**src/rtl/mem_port_arbiter.sv**
```systemverilog
// Single-port SRAM arbiter shared by the fetch and memory stages.
// Data accesses win over fetch; each access runs WAIT_CYCLES cycles, then a one-cycle ready.
module mem_port_arbiter #(
    parameter int WAIT_CYCLES = 2,
    parameter int ADDR_W      = 16
) (
    input  logic              clk,
    input  logic              rst,
    input  logic              if_req,
    input  logic [31:0]       if_addr,
    output logic [31:0]       if_rdata,
    output logic              if_ready,
    output logic              if_freeze,
    input  logic              mem_rd_req,
    input  logic              mem_wr_req,
    input  logic [31:0]       mem_addr,
    input  logic [31:0]       mem_wdata,
    output logic [31:0]       mem_rdata,
    output logic              mem_ready,
    output logic              mem_freeze,
    output logic              sram_en,
    output logic              sram_we,
    output logic [ADDR_W-1:0] sram_addr,
    output logic [31:0]       sram_wdata,
    input  logic [31:0]       sram_rdata
);

    localparam int CNT_W = (WAIT_CYCLES > 1) ? $clog2(WAIT_CYCLES) : 1;

    typedef enum logic [1:0] {
        IDLE   = 2'b00,
        ACCESS = 2'b01,
        RESP   = 2'b10
    } state_t;

    state_t              state_r;
    state_t              state_next_s;
    logic [CNT_W-1:0]    cnt_r;
    logic                owner_data_r;
    logic                is_write_r;
    logic                grant_s;
    logic                grant_data_s;
    logic                last_s;
    logic                write_next_s;
    logic                mem_any_s;
    logic [31:0]         grant_addr_s;
    logic [ADDR_W-1:0]   sram_addr_r;
    logic [31:0]         sram_wdata_r;
    logic                sram_en_r;
    logic                sram_we_r;
    logic [31:0]         if_rdata_r;
    logic [31:0]         mem_rdata_r;
    logic                if_ready_r;
    logic                mem_ready_r;

    assign mem_any_s = mem_rd_req | mem_wr_req;

    // Arbitration and next-state decode
    always_comb begin
        state_next_s = state_r;
        grant_s      = 1'b0;
        grant_data_s = 1'b0;
        last_s       = (cnt_r == CNT_W'(WAIT_CYCLES - 1));
        case (state_r)
            IDLE: begin
                if (mem_any_s) begin
                    grant_s      = 1'b1;
                    grant_data_s = 1'b1;
                    state_next_s = ACCESS;
                end else if (if_req) begin
                    grant_s      = 1'b1;
                    state_next_s = ACCESS;
                end else begin
                    state_next_s = IDLE;
                end
            end
            ACCESS: begin
                if (last_s) begin
                    state_next_s = RESP;
                end else begin
                    state_next_s = ACCESS;
                end
            end
            RESP:    state_next_s = IDLE;
            default: state_next_s = IDLE;
        endcase
    end

    // Address source and write qualifier for the access about to start
    always_comb begin
        grant_addr_s = if_addr;
        write_next_s = is_write_r;
        if (grant_data_s) begin
            grant_addr_s = mem_addr;
        end else begin
            grant_addr_s = if_addr;
        end
        if (grant_s) begin
            write_next_s = grant_data_s & mem_wr_req;
        end else begin
            write_next_s = is_write_r;
        end
    end

    // State register
    always_ff @(posedge clk or negedge rst) begin
        if (!rst) begin
            state_r <= IDLE;
        end else begin
            state_r <= state_next_s;
        end
    end

    // Access sequencing, SRAM drive and response registers
    always_ff @(posedge clk or negedge rst) begin
        if (!rst) begin
            cnt_r        <= {CNT_W{1'b0}};
            owner_data_r <= 1'b0;
            is_write_r   <= 1'b0;
            sram_addr_r  <= {ADDR_W{1'b0}};
            sram_wdata_r <= 32'h0000_0000;
            sram_en_r    <= 1'b0;
            sram_we_r    <= 1'b0;
            if_rdata_r   <= 32'h0000_0000;
            mem_rdata_r  <= 32'h0000_0000;
            if_ready_r   <= 1'b0;
            mem_ready_r  <= 1'b0;
        end else begin
            if (grant_s) begin
                owner_data_r <= grant_data_s;
                is_write_r   <= write_next_s;
                sram_addr_r  <= grant_addr_s[ADDR_W+1:2];
                sram_wdata_r <= mem_wdata;
                cnt_r        <= {CNT_W{1'b0}};
            end else if (state_r == ACCESS) begin
                cnt_r <= cnt_r + CNT_W'(1);
            end
            sram_en_r   <= (state_next_s == ACCESS);
            sram_we_r   <= (state_next_s == ACCESS) & write_next_s;
            if_ready_r  <= (state_r == ACCESS) & last_s & ~owner_data_r;
            mem_ready_r <= (state_r == ACCESS) & last_s & owner_data_r;
            // sram_rdata is only valid in the final access cycle
            if ((state_r == ACCESS) && last_s && !is_write_r) begin
                if (owner_data_r) begin
                    mem_rdata_r <= sram_rdata;
                end else begin
                    if_rdata_r <= sram_rdata;
                end
            end
        end
    end

    assign sram_en    = sram_en_r;
    assign sram_we    = sram_we_r;
    assign sram_addr  = sram_addr_r;
    assign sram_wdata = sram_wdata_r;
    assign if_rdata   = if_rdata_r;
    assign mem_rdata  = mem_rdata_r;
    assign if_ready   = if_ready_r;
    assign mem_ready  = mem_ready_r;

    // Freeze releases in the ready cycle so the stage advances with the data
    assign if_freeze  = if_req & ~if_ready_r;
    assign mem_freeze = mem_any_s & ~mem_ready_r;

endmodule

```
**config.mk**
```make
export PLATFORM = sky130hd
export DESIGN_NAME = mem_port_arbiter
export DESIGN_NICKNAME = d
export VERILOG_FILES = /design/src/rtl/mem_port_arbiter.sv
export SDC_FILE = /design/constraint.sdc
export NUM_CORES = 1
export LEC_CHECK = 0
export BUFFER_PORTS_ARGS = -buffer_cell sky130_fd_sc_hd__buf_2
export CAP_MARGIN = 40
export CORE_ASPECT_RATIO = 1.5
export CORE_UTILIZATION = 45
export CTS_CLUSTER_SIZE = 28
export DETAILED_ROUTE_END_ITERATION = 7
export PLACE_DENSITY = 0.8
export SLEW_MARGIN = 30
export SYNTH_ARGS = -nofsm -noshare
export SYNTH_HDL_FRONTEND = slang
export SYNTH_SLANG_ARGS = --single-unit
```
**constraint.sdc**
```tcl
create_clock -name clk -period 2.25 [get_ports clk]
set_clock_uncertainty 0.1 [all_clocks]
set_input_delay 0.3375 -clock clk [delete_from_list [all_inputs] [get_ports clk]]
set_output_delay 0.3375 -clock clk [all_outputs]
set_load 0.05 [all_outputs]
```
# Yosys cells after proc, flatten, opt, wreduce, memory -nomap -nowiden
# Cells that the tools add are included.
[classes] mux=13 bitwise_logic=11 add_sub_neg=1 n_reduce_logical=7 n_eq_ne=2
[ops] operator="two-way mux 18 bit" count=1
[ops] operator="two-way mux 1 bit" count=10
[ops] operator="bitwise AND 1 bit" count=7
[ops] operator="equality test 2 x 1 -> 1 bit, second input constant" count=2
[ops] operator="one-hot mux 2 bit (2 select lines)" count=1
[ops] operator="AND reduction 2 bit" count=2
[ops] operator="inverter 1 bit" count=3
[ops] operator="logical AND 1 bit" count=2
[ops] operator="zero test 2 bit" count=1
[ops] operator="two-way mux 2 bit" count=1
[ops] operator="nonzero test 2 bit" count=1
[ops] operator="adder 1 bit, second input constant" count=1
[ops] operator="zero test 1 bit" count=1
[ops] operator="OR 1 bit" count=1
[word_totals] elab_cells=46 in_bits=133 reg_bits=121

# Longest topological paths before layout
# Gate-level depths: netlist of run 1.
[depth] depth_word=6 depth_mapped=5

# Worst setup path before layout of run 1
# Ideal clock, no wire load.
[synth_timing] path_type="reg-to-output" startpoint="register if_ready_r, in the netlist if_ready" endpoint="output port if_freeze" path_stages_with_launch=2 setup_slack_ps=495 n_path_buf=0 arrival_time_ps=1318 required_ps=1812 path_cell_list="dfrtp_1 > nor2b_1"
[synth_via] elab_chain_cells=2
[synth_rtl] element="from (decl)" line="53" source="logic if_ready_r;"
[synth_rtl] element="from (signal assigned)" line="140" source="if_ready_r <= (state_r == ACCESS) & last_s & ~owner_data_r;"
[synth_rtl] element="inverter 1 bit" line="163" source="assign if_freeze = if_req & ~if_ready_r;"
[synth_rtl] element="bitwise AND 1 bit" line="163"
[synth_rtl] element="to (decl)" line="13" source="output logic if_freeze,"
# Every way passes these cells.

# Final worst setup path of run 1
[layout_timing] startpoint="register state_r[1]" endpoint="register mem_rdata_r[9], in the netlist mem_rdata[9]"
[layout_via] elab_chain_cells=4
[layout_rtl] element="from (decl)" line="36" source="state_t state_r;"
[layout_rtl] element="from (signal assigned)" line="110" source="state_r <= state_next_s;"
[layout_rtl] element="equality test 2 x 1 -> 1 bit" line="143" source="if ((state_r == ACCESS) && last_s && !is_write_r) begin"
[layout_rtl] element="logical AND 1 bit (2 in series)" line="143"
[layout_rtl] element="AND reduction 2 bit (no line)"
[layout_rtl] element="to (signal assigned)" line="145" source="mem_rdata_r <= sram_rdata;"
[layout_rtl] element="to (decl)" line="52" source="logic [31:0] mem_rdata_r;"
# Every way passes these cells.
# A chain may end at the register's enable or synchronous reset.

==> impl_metrics.toml, run 1 <==
[sta]
rsz0062_at_grt = "no"
finalSetupTns_ps = 0
slew-limit-headroom_pct = 58.4
setup_violations = 0
fmax_ghz = 0.524
fin_crit_ps = 1910
worst_slew_pin_slew_ps = 623
fin_crit_sh_pct = 84.8
finalMaxSlewViolations = 0
hold_viol = 0

[clock_tree]
worst_skew_pair.late_latency_ps = 400
cts_tree = "built"
htree_levels = 4
clock-root-buffer = "clkbuf_16"
cts_setup_buffers = 0
cts_buffers = 17
cts_buffer_depth = 2
clkSlewWorstSetupHoldPaths_ps = 50
cts_sinks = 121

[yosys]
synthAdderAreaFrac_pct = 0
synth_nets = 425
synth_most_common_cell = "dfrtp_1"
synth_common_cells = "dfrtp_1 (121), mux2_2 (65), mux2_4 (30)"
synth_area_um2 = 4730
seq_area_frac_synth_pct = 64.0
netlist_top_cells_area = "dfrtp_1 (64%), mux2_2 (15%), mux2_4 (9.5%)"
syn_avg_cell_area_um2 = 16.2
synth-edff-count = 0
synth_xor_area_share_pct = 0
yosys.cell_types.count = 25
synthMuxAreaShare_pct = 25.5
postSynthCellCount = 292
synth_seq_cells = 121
async_reset_ff_share_pct = 100
yosys_warnings = 0
synth_top_area_share_pct = 64.0
synthSimpleGateAreaFrac_pct = 2.65
synth_top_cell_by_area = "dfrtp_1"
synth-compound-area-share_pct = 5.74
synthFlopType = "dfrtp_1"
synth_top_family_by_area = "multiplexers"

[run]
drv_cap = 0

[setup_path]
crit_path_max_fanout = 19
start_kind = "flop"
worstReg2RegStart = "state_r[1]"
reg2reg_depth = 4
cp_data_required_time_ps = 2430
path_class = "reg -> reg"
end_kind = "flop"
critPathArrivalTime_ps = 2090
startpoint = "state_r[1]"

[grt]
grt_overflow = 0
grt_pass1_vias = 3442
grt_usage_pct = 19.8
antenna_found_initial = 0
grt_pass1_wl_mm = 16.7
grt_max_degree = 63

[place]
dp_hpwl_mm = 7.61
port_buffers = 218
place_congestion = 0.767

[status]
run_status = "complete, no violations"

[floorplan]
fp.dieArea_um2 = 10900
io_pins = 251
start_util_pct = 46.4
die_x_um = 85.7
rows = 45
core-area_um2 = 10200
die_y_um = 128

[routing]
routedWlPerCell_um = 15.3
drt_pass1_iterations = 4
antenna_left = 0
routed_wl_mm = 10.3
via_count = 3289
routed_via_density = 4.87
drc = 0
drtIter0Drc = 71

[finish]
syn_to_final_growth_pct = 40.3
drive_gt1_share_pct = 66.5
layout.nets = 654
diodes = 0
num-fill-cells = 805

[min_path]
worstHoldPathType = "in -> reg"
hold_start = "mem_wdata[5]"
hold_path_depth = 2
[final cells by class]
type | count | area [µm²] | share of cell area (%)
Sequential cell | 121 | 3030 | 45.7
Multi-Input combinational cell | 153 | 1620 | 24.4
Timing Repair Buffer | 227 | 1180 | 17.7
Clock buffer | 25 | 495 | 7.47
Tap cell | 141 | 176 | 2.66
Clock inverter | 7 | 138 | 2.08
Inverter | 1 | 3.75 | 0.0566
[cell usage in the layout, fill, tap and decap left out, drive strengths merged, types with 2 or more instances in the layout]
cell     instances
nand2            3
a2bb2oi         16
clkinv           2
clkbuf          25
nand2b           3
dfrtp          121
nand3b           2
mux2            97
nor2b            2
nor2             4
bufinv           4
o22ai           16
or3b             2
buf            226
o21ai            2
[sequential cells by signal (all words and copies together) (netlist names)]
register,count
sram_we,1
mem_rdata,32
if_rdata,32
mem_ready,1
sram_addr,16
sram_wdata,32
sram_en,1
if_ready,1
owner_data_r,1
is_write_r,1
cnt_r,1
state_r,2
[final timing paths]
kind                             endpoint  slack (ps)
max in group asynchronous    if_rdata[16]         980
min in group asynchronous  sram_wdata[19]         380
setup / recovery             mem_rdata[9]         340
setup reg to reg             mem_rdata[9]         340
hold / removal              sram_wdata[5]          70
hold reg to reg               if_rdata[2]         390
[through the flow]
step / hold slack (ps) / util, % / setup slack [ps] / cells / instance area, µm²
2_1_floorplan: -58.1 / - / 495 / 292 / 4730
3_3_place_gp: 240 / 58.7 / 154 / 642 / 5980
3_5_place_dp: 246 / 58.8 / 327 / 642 / 5990
4_1_cts: 47.8 / 65.1 / 314 / 675 / 6630
5_1_grt: 49.9 / 65.1 / 263 / 675 / 6630
6_report: 65.2 / 65.1 / 341 / 675 / 6630
[logic make-up after synthesis]
family                 count (synthesis)
AND/OR/NAND/NOR                       19
flip-flops                           121
buffers and inverters                 18
AO/OA/AOI/OAI                         37
multiplexers                          97
[metal layers]
| layer | vias up | GRT usage, % | routed length, µm |
|---|---|---|---|
| met3 | 20 | 6.46 | 645 |
| li1 | 1518 | - | - |
| met4 | 0 | 8.73 | 225 |
| met5 | - | 0 | 0 |
| met1 | 1618 | 23.1 | 4230 |
| met2 | 133 | 33.4 | 5210 |
[worst max-delay path, cell delays in order (launching register included)]
cell	delay, ps
dfrtp_1	410
nand3b_4	190
or3b_2	490
buf_4	260
mux2_4	330
[what timing repair did]
| action | 4_1_cts | 5_1_grt |
|---|---|---|
| resized for setup | 0 | 0 |
| hold buffers | 1 | 0 |
| hold endpoints to repair | 38 | 0 |
Power of run 1 is left out: the tool's default activity adds up to more than one toggle a clock period on the data nets, which glitch-free logic cannot reach.
==> run 2, diff against run 1 <==
CORE_UTILIZATION = 40   (was 45)
PLACE_DENSITY = 0.75   (was 0.8)
clock period = 1.7 ns   (was 2.25 ns; I/O delays follow)
==> run 2 against run 1 <==
  * The flow now finishes with violations (setup timing)
  * Register-to-register slack worse by 380 ps
  * Die area up 12%
  * Sequential share of layout area down 7.0 points
  * Via count up 15%
  * Design area up 18%
  * Global-route usage up 2.1 points
  * Critical path type unchanged
==> impl_metrics.toml, run 2 (synthesis results as in run 1) <==
[finish]
final_common_cell = "buf_2"
multi_input_comb_area_um2 = 1720
diodes = 0
syn_to_final_growth_pct = 65.6
finalInstanceArea_um2 = 7830
regArea_um2 = 3030
num-fill-cells = 813
layout.nets = 742
drive_gt1_share_pct = 61.9
final_cell_mix = "buf_2 (217), dfrtp_1 (121), dlygate4sd3_1 (65)"

[setup_path]
crit_path_max_fanout = 7
ff2ff_setup_slack_ps = -30
start_kind = "flop"
path_common_cell = "buf_6"
end_kind = "flop"
path_class = "reg -> reg"
r2r_end = "if_rdata[4]"
reg2reg_depth = 7
worstReg2RegStart = "state_r[0]"
cp_data_required_time_ps = 1890
cp_slowest_cell = "dfrtp_1"
path_buf_inv = 4
path_cells = "buf_6, nand3b_4, buf_6, nor3_4, buf_6, buf_12, mux2_2"
critPathTopFamily = "buffers and inverters"
critPathArrivalTime_ps = 1920
slowest_delay_ps = 370

[routing]
via_count = 3778
drtIter0Drc = 90
routedWlPerCell_um = 17.6
drt_pass1_iterations = 4
routed_wl_mm = 13.6
drc = 0
routed_via_density = 4.89
antenna_left = 0

[grt]
grt_pass1_wl_mm = 20.7
grt_pass1_vias = 4083
grt_usage_pct = 21.9
antenna_found_initial = 0
grt_overflow = 0
grt_max_degree = 62

[place]
place_area_um2 = 6130
port_buffers = 218
dp_hpwl_mm = 7.91
place_congestion = 0.832

[sta]
worst_slew_pin_slew_ps = 329
fmax_ghz = 0.577
rsz0062_at_grt = "yes"
setup_violations = 67
hold_viol = 0
finalSetupTns_ps = -1260
setup_slack_ps = -34.5
finalMaxSlewViolations = 0
hold_slack_ps = 50.4
fin_crit_ps = 1730
fin_crit_sh_pct = 102
slew-limit-headroom_pct = 78.0

[clock_tree]
clock-root-buffer = "clkbuf_16"
htree_levels = 4
worst_skew_pair.late_latency_ps = 410
clkSlewWorstSetupHoldPaths_ps = 60
cts_buffer_depth = 2
cts_buffers = 17
cts_tree = "built"
cts_sinks = 121

[floorplan]
die_x_um = 90.8
fp.dieArea_um2 = 12300
io_pins = 251
start_util_pct = 41.0
core-area_um2 = 11500
die_y_um = 135
rows = 48

[status]
violations = "setup timing"
run_status = "complete, but fails checks"

[min_path]
hold_start = "mem_wr_req"
hold_path_depth = 3
hold_end = "sram_we"
worstHoldPathType = "in -> reg"

[power]
p_leak_nw = 3.86
ir_worst_vdd_mv = 1.41
powerDensity_nw_per_um2 = 2580

[run]
drv_cap = 0
## run 2: worst reg2reg max path, stage by stage, from the launching register on
cell	delay, ps
dfrtp_1	370
buf_6	110
nand3b_4	70
buf_6	130
nor3_4	170
buf_6	180
buf_12	150
mux2_2	340
## run 2: stage by stage
step | utilization, % | total power [mW] | std cells | setup WS [ps]
after floorplan | - | 12.7 | 292 | -3.70
after global placement | 53.1 | 14.9 | 662 | -63.6
after detailed placement | 53.1 | 15.1 | 662 | -87.2
after CTS | 65.8 | 19.8 | 764 | -35.6
after global routing | 67.9 | 21.0 | 772 | -91.0
final | 67.9 | 20.2 | 772 | -34.5
## run 2: report_power, final
part           switching (mW)  leakage [nW]  internal, mW
Sequential              0.784          1.40          4.37
Combinational            7.18          2.15          3.86
Clock                    1.34         0.309          2.65
Total                    9.31          3.86          10.9
## run 2: layout make-up
class	instances	share of cell area, %
repair buffers	315	28.5
clock buffers	18	5.61
well taps	150	2.40
flip-flops and latches	121	38.7
multi-input cells	153	21.9
inverters	1	0.0479
clock inverters	14	2.81
## run 2: timing repair
action,4_1_cts,5_1_grt
gates resized for setup,8,32
hold buffers,65,0
gates cloned,4,4
pin swaps,0,1
setup endpoints to repair,89,80
endpoints found under the hold margin,216,0
buffers inserted,1,4
## run 2: per-layer routing
layer | vias to the layer above | track usage (%) | share of wire, %
met4 | 0 | 9.79 | 1.7
met2 | 167 | 39.1 | 54
li1 | 1700 | - | -
met1 | 1887 | 24.4 | 38
met5 | - | 0 | 0
met3 | 24 | 5.95 | 5.8
## run 2: how the worst max path moves through the flow
stage,endpoint,startpoint,cells past startpoint
2_1_floorplan,mem_rdata[10],state_r[1],5
3_3_place_gp,mem_rdata[28],state_r[1],4
3_5_place_dp,mem_rdata[17],state_r[1],4
4_1_cts,if_rdata[5],state_r[0],6
5_1_grt,if_rdata[4],state_r[0],7
6_report,if_rdata[4],state_r[0],7
Note: power is estimated with default switching activity, not from simulation.
==> run 3, diff against run 2 <==
CORE_MARGIN = 1.5   (was not set)
CORE_UTILIZATION = 42   (was 40)
CTS_BUF_LIST = sky130_fd_sc_hd__clkbuf_4 sky130_fd_sc_hd__clkbuf_8   (was not set)
PLACE_DENSITY = 0.79   (was 0.75)
==> run 3 against run 2 <==
  * The flow still finishes with violations (setup timing)
  * Global-route usage is 0.22 points lower
  * Worst setup slack improved by 9.2 ps
  * Final cell count down 0.91%
  * Design area shrank 3.5%
  * First-iteration DRC count is 58% higher
  * Flip-flop and latch count stayed put
  * Critical endpoint is now mem_rdata[10]
==> impl_metrics.toml, run 3 (synthesis results as in run 1) <==
[floorplan]
start_util_pct = 43.0
core-area_um2 = 11000
die_y_um = 133
io_pins = 251
die_x_um = 89.6
fp.dieArea_um2 = 11900
rows = 47

[routing]
via_count = 3758
drtIter0Drc = 142
drc = 0
routed_wl_mm = 13.8
antenna_left = 0
drt_pass1_iterations = 4
routedWlPerCell_um = 18.1
routed_via_density = 4.91

[finish]
instances_no_fill = 765
syn_to_final_growth_pct = 59.8
final_cell_mix = "buf_2 (217), dfrtp_1 (121), dlygate4sd3_1 (65)"
layout.nets = 738
diodes = 0
num-fill-cells = 757
drive_gt1_share_pct = 61.8
final_common_cell = "buf_2"

[setup_path]
cp_slowest_cell = "or3b_4"
path_cells = "nand3b_4, or3b_4, clkbuf_16, mux2_4"
end_kind = "flop"
cp_num_cells = 4
critPathTopFamily = "simple AND/OR/NAND/NOR gates"
crit_path_max_fanout = 8
path_class = "reg -> reg"
cp_data_required_time_ps = 1900
startpoint = "state_r[1]"
critPathArrivalTime_ps = 1930
r2r_end = "mem_rdata[10]"
ff2ff_setup_slack_ps = -30
path_buf_inv = 1
worstReg2RegStart = "state_r[1]"
start_kind = "flop"
slowest_delay_ps = 460
reg2reg_depth = 4

[place]
place_congestion = 0.827
port_buffers = 218
dp.cells = 655
dp_slack_ps = -65.3
dp_hpwl_mm = 8.02

[sta]
fin_crit_sh_pct = 101
finalSetupTns_ps = -440
rsz0062_at_grt = "yes"
finalMaxSlewViolations = 0
hold_viol = 0
hold_slack_ps = 45.7
fmax_ghz = 0.580
worst_slew_pin_slew_ps = 369
slew-limit-headroom_pct = 75.4
setup_slack_ps = -25.3
fin_crit_ps = 1730
setup_violations = 33

[clock_tree]
htree_levels = 4
cts_buffer_depth = 2
worst_skew_pair.late_latency_ps = 410
clkSlewWorstSetupHoldPaths_ps = 70
cts_sinks = 121
clock-root-buffer = "clkbuf_8"
cts_buffers = 17
cts_tree = "built"

[grt]
grt_max_degree = 50
grt_usage_pct = 21.7
grt_pass1_vias = 4111
antenna_found_initial = 0
grt_overflow = 0
grt_pass1_wl_mm = 19.6

[min_path]
worstHoldPathType = "in -> reg"
hold_end = "sram_we"
hold_path_depth = 3
hold_start = "mem_wr_req"

[run]
drv_cap = 0

[status]
violations = "setup timing"
run_status = "complete, but fails checks"
[run 3: changes by cell type in the layout (fill, tap and decap cells not counted), moves of 4 or more]
cell / delta
clkbuf_16: -13
mux2_2: -8
clkbuf_8: +18
buf_4: -4
mux2_4: +9
bufinv_16: -4
[run 3: how the worst max path moves through the flow]
stage	end	slack [ps]
final	mem_rdata[10]	-30
after global routing	if_rdata[16]	-70
after CTS	if_rdata[17]	-20
after detailed placement	mem_rdata[18]	-70
after global placement	mem_rdata[25]	-50
after floorplan	mem_rdata[10]	-4
[run 3: worst min-delay path: stages]
cell and delay [ps]:
buf_2 130, nand2b_1 70, a21oi_1 60
[run 3: timing repair]
action,CTS,global route
pin swaps,0,2
resized for setup,5,37
setup endpoints to repair,86,66
hold endpoints to repair,187,0
hold buffers,65,0
setup buffers,0,2
gates cloned,2,9
[run 3: layer usage]
metal / track usage [%] / vias to the layer above / routed length (µm)
li1: - / 1685 / -
met3: 6.11 / 23 / 802
met1: 22.8 / 1884 / 5090
met4: 8.63 / 0 / 291
met2: 39.2 / 166 / 7650
met5: 0 / - / 0
[run 3: area by class of cell]
cell class	instances	area, µm²	area share, %
Multi-Input combinational cell	153	1750	23.1
Inverter	1	3.75	0.0497
Timing Repair Buffer	311	2210	29.3
Tap cell	147	184	2.43
Clock buffer	19	262	3.46
Sequential cell	121	3030	40.1
Clock inverter	13	120	1.59
[run 3: per-stage QoR]
| step | instance area, µm² | utilization [%] |
|---|---|---|
| floorplan | 4750 | - |
| global placement | 6090 | 55.4 |
| detailed placement | 6090 | 55.4 |
| CTS | 7190 | 65.4 |
| global route | 7560 | 68.7 |
| finish | 7560 | 68.7 |
Power of run 3 is left out for the same reason.
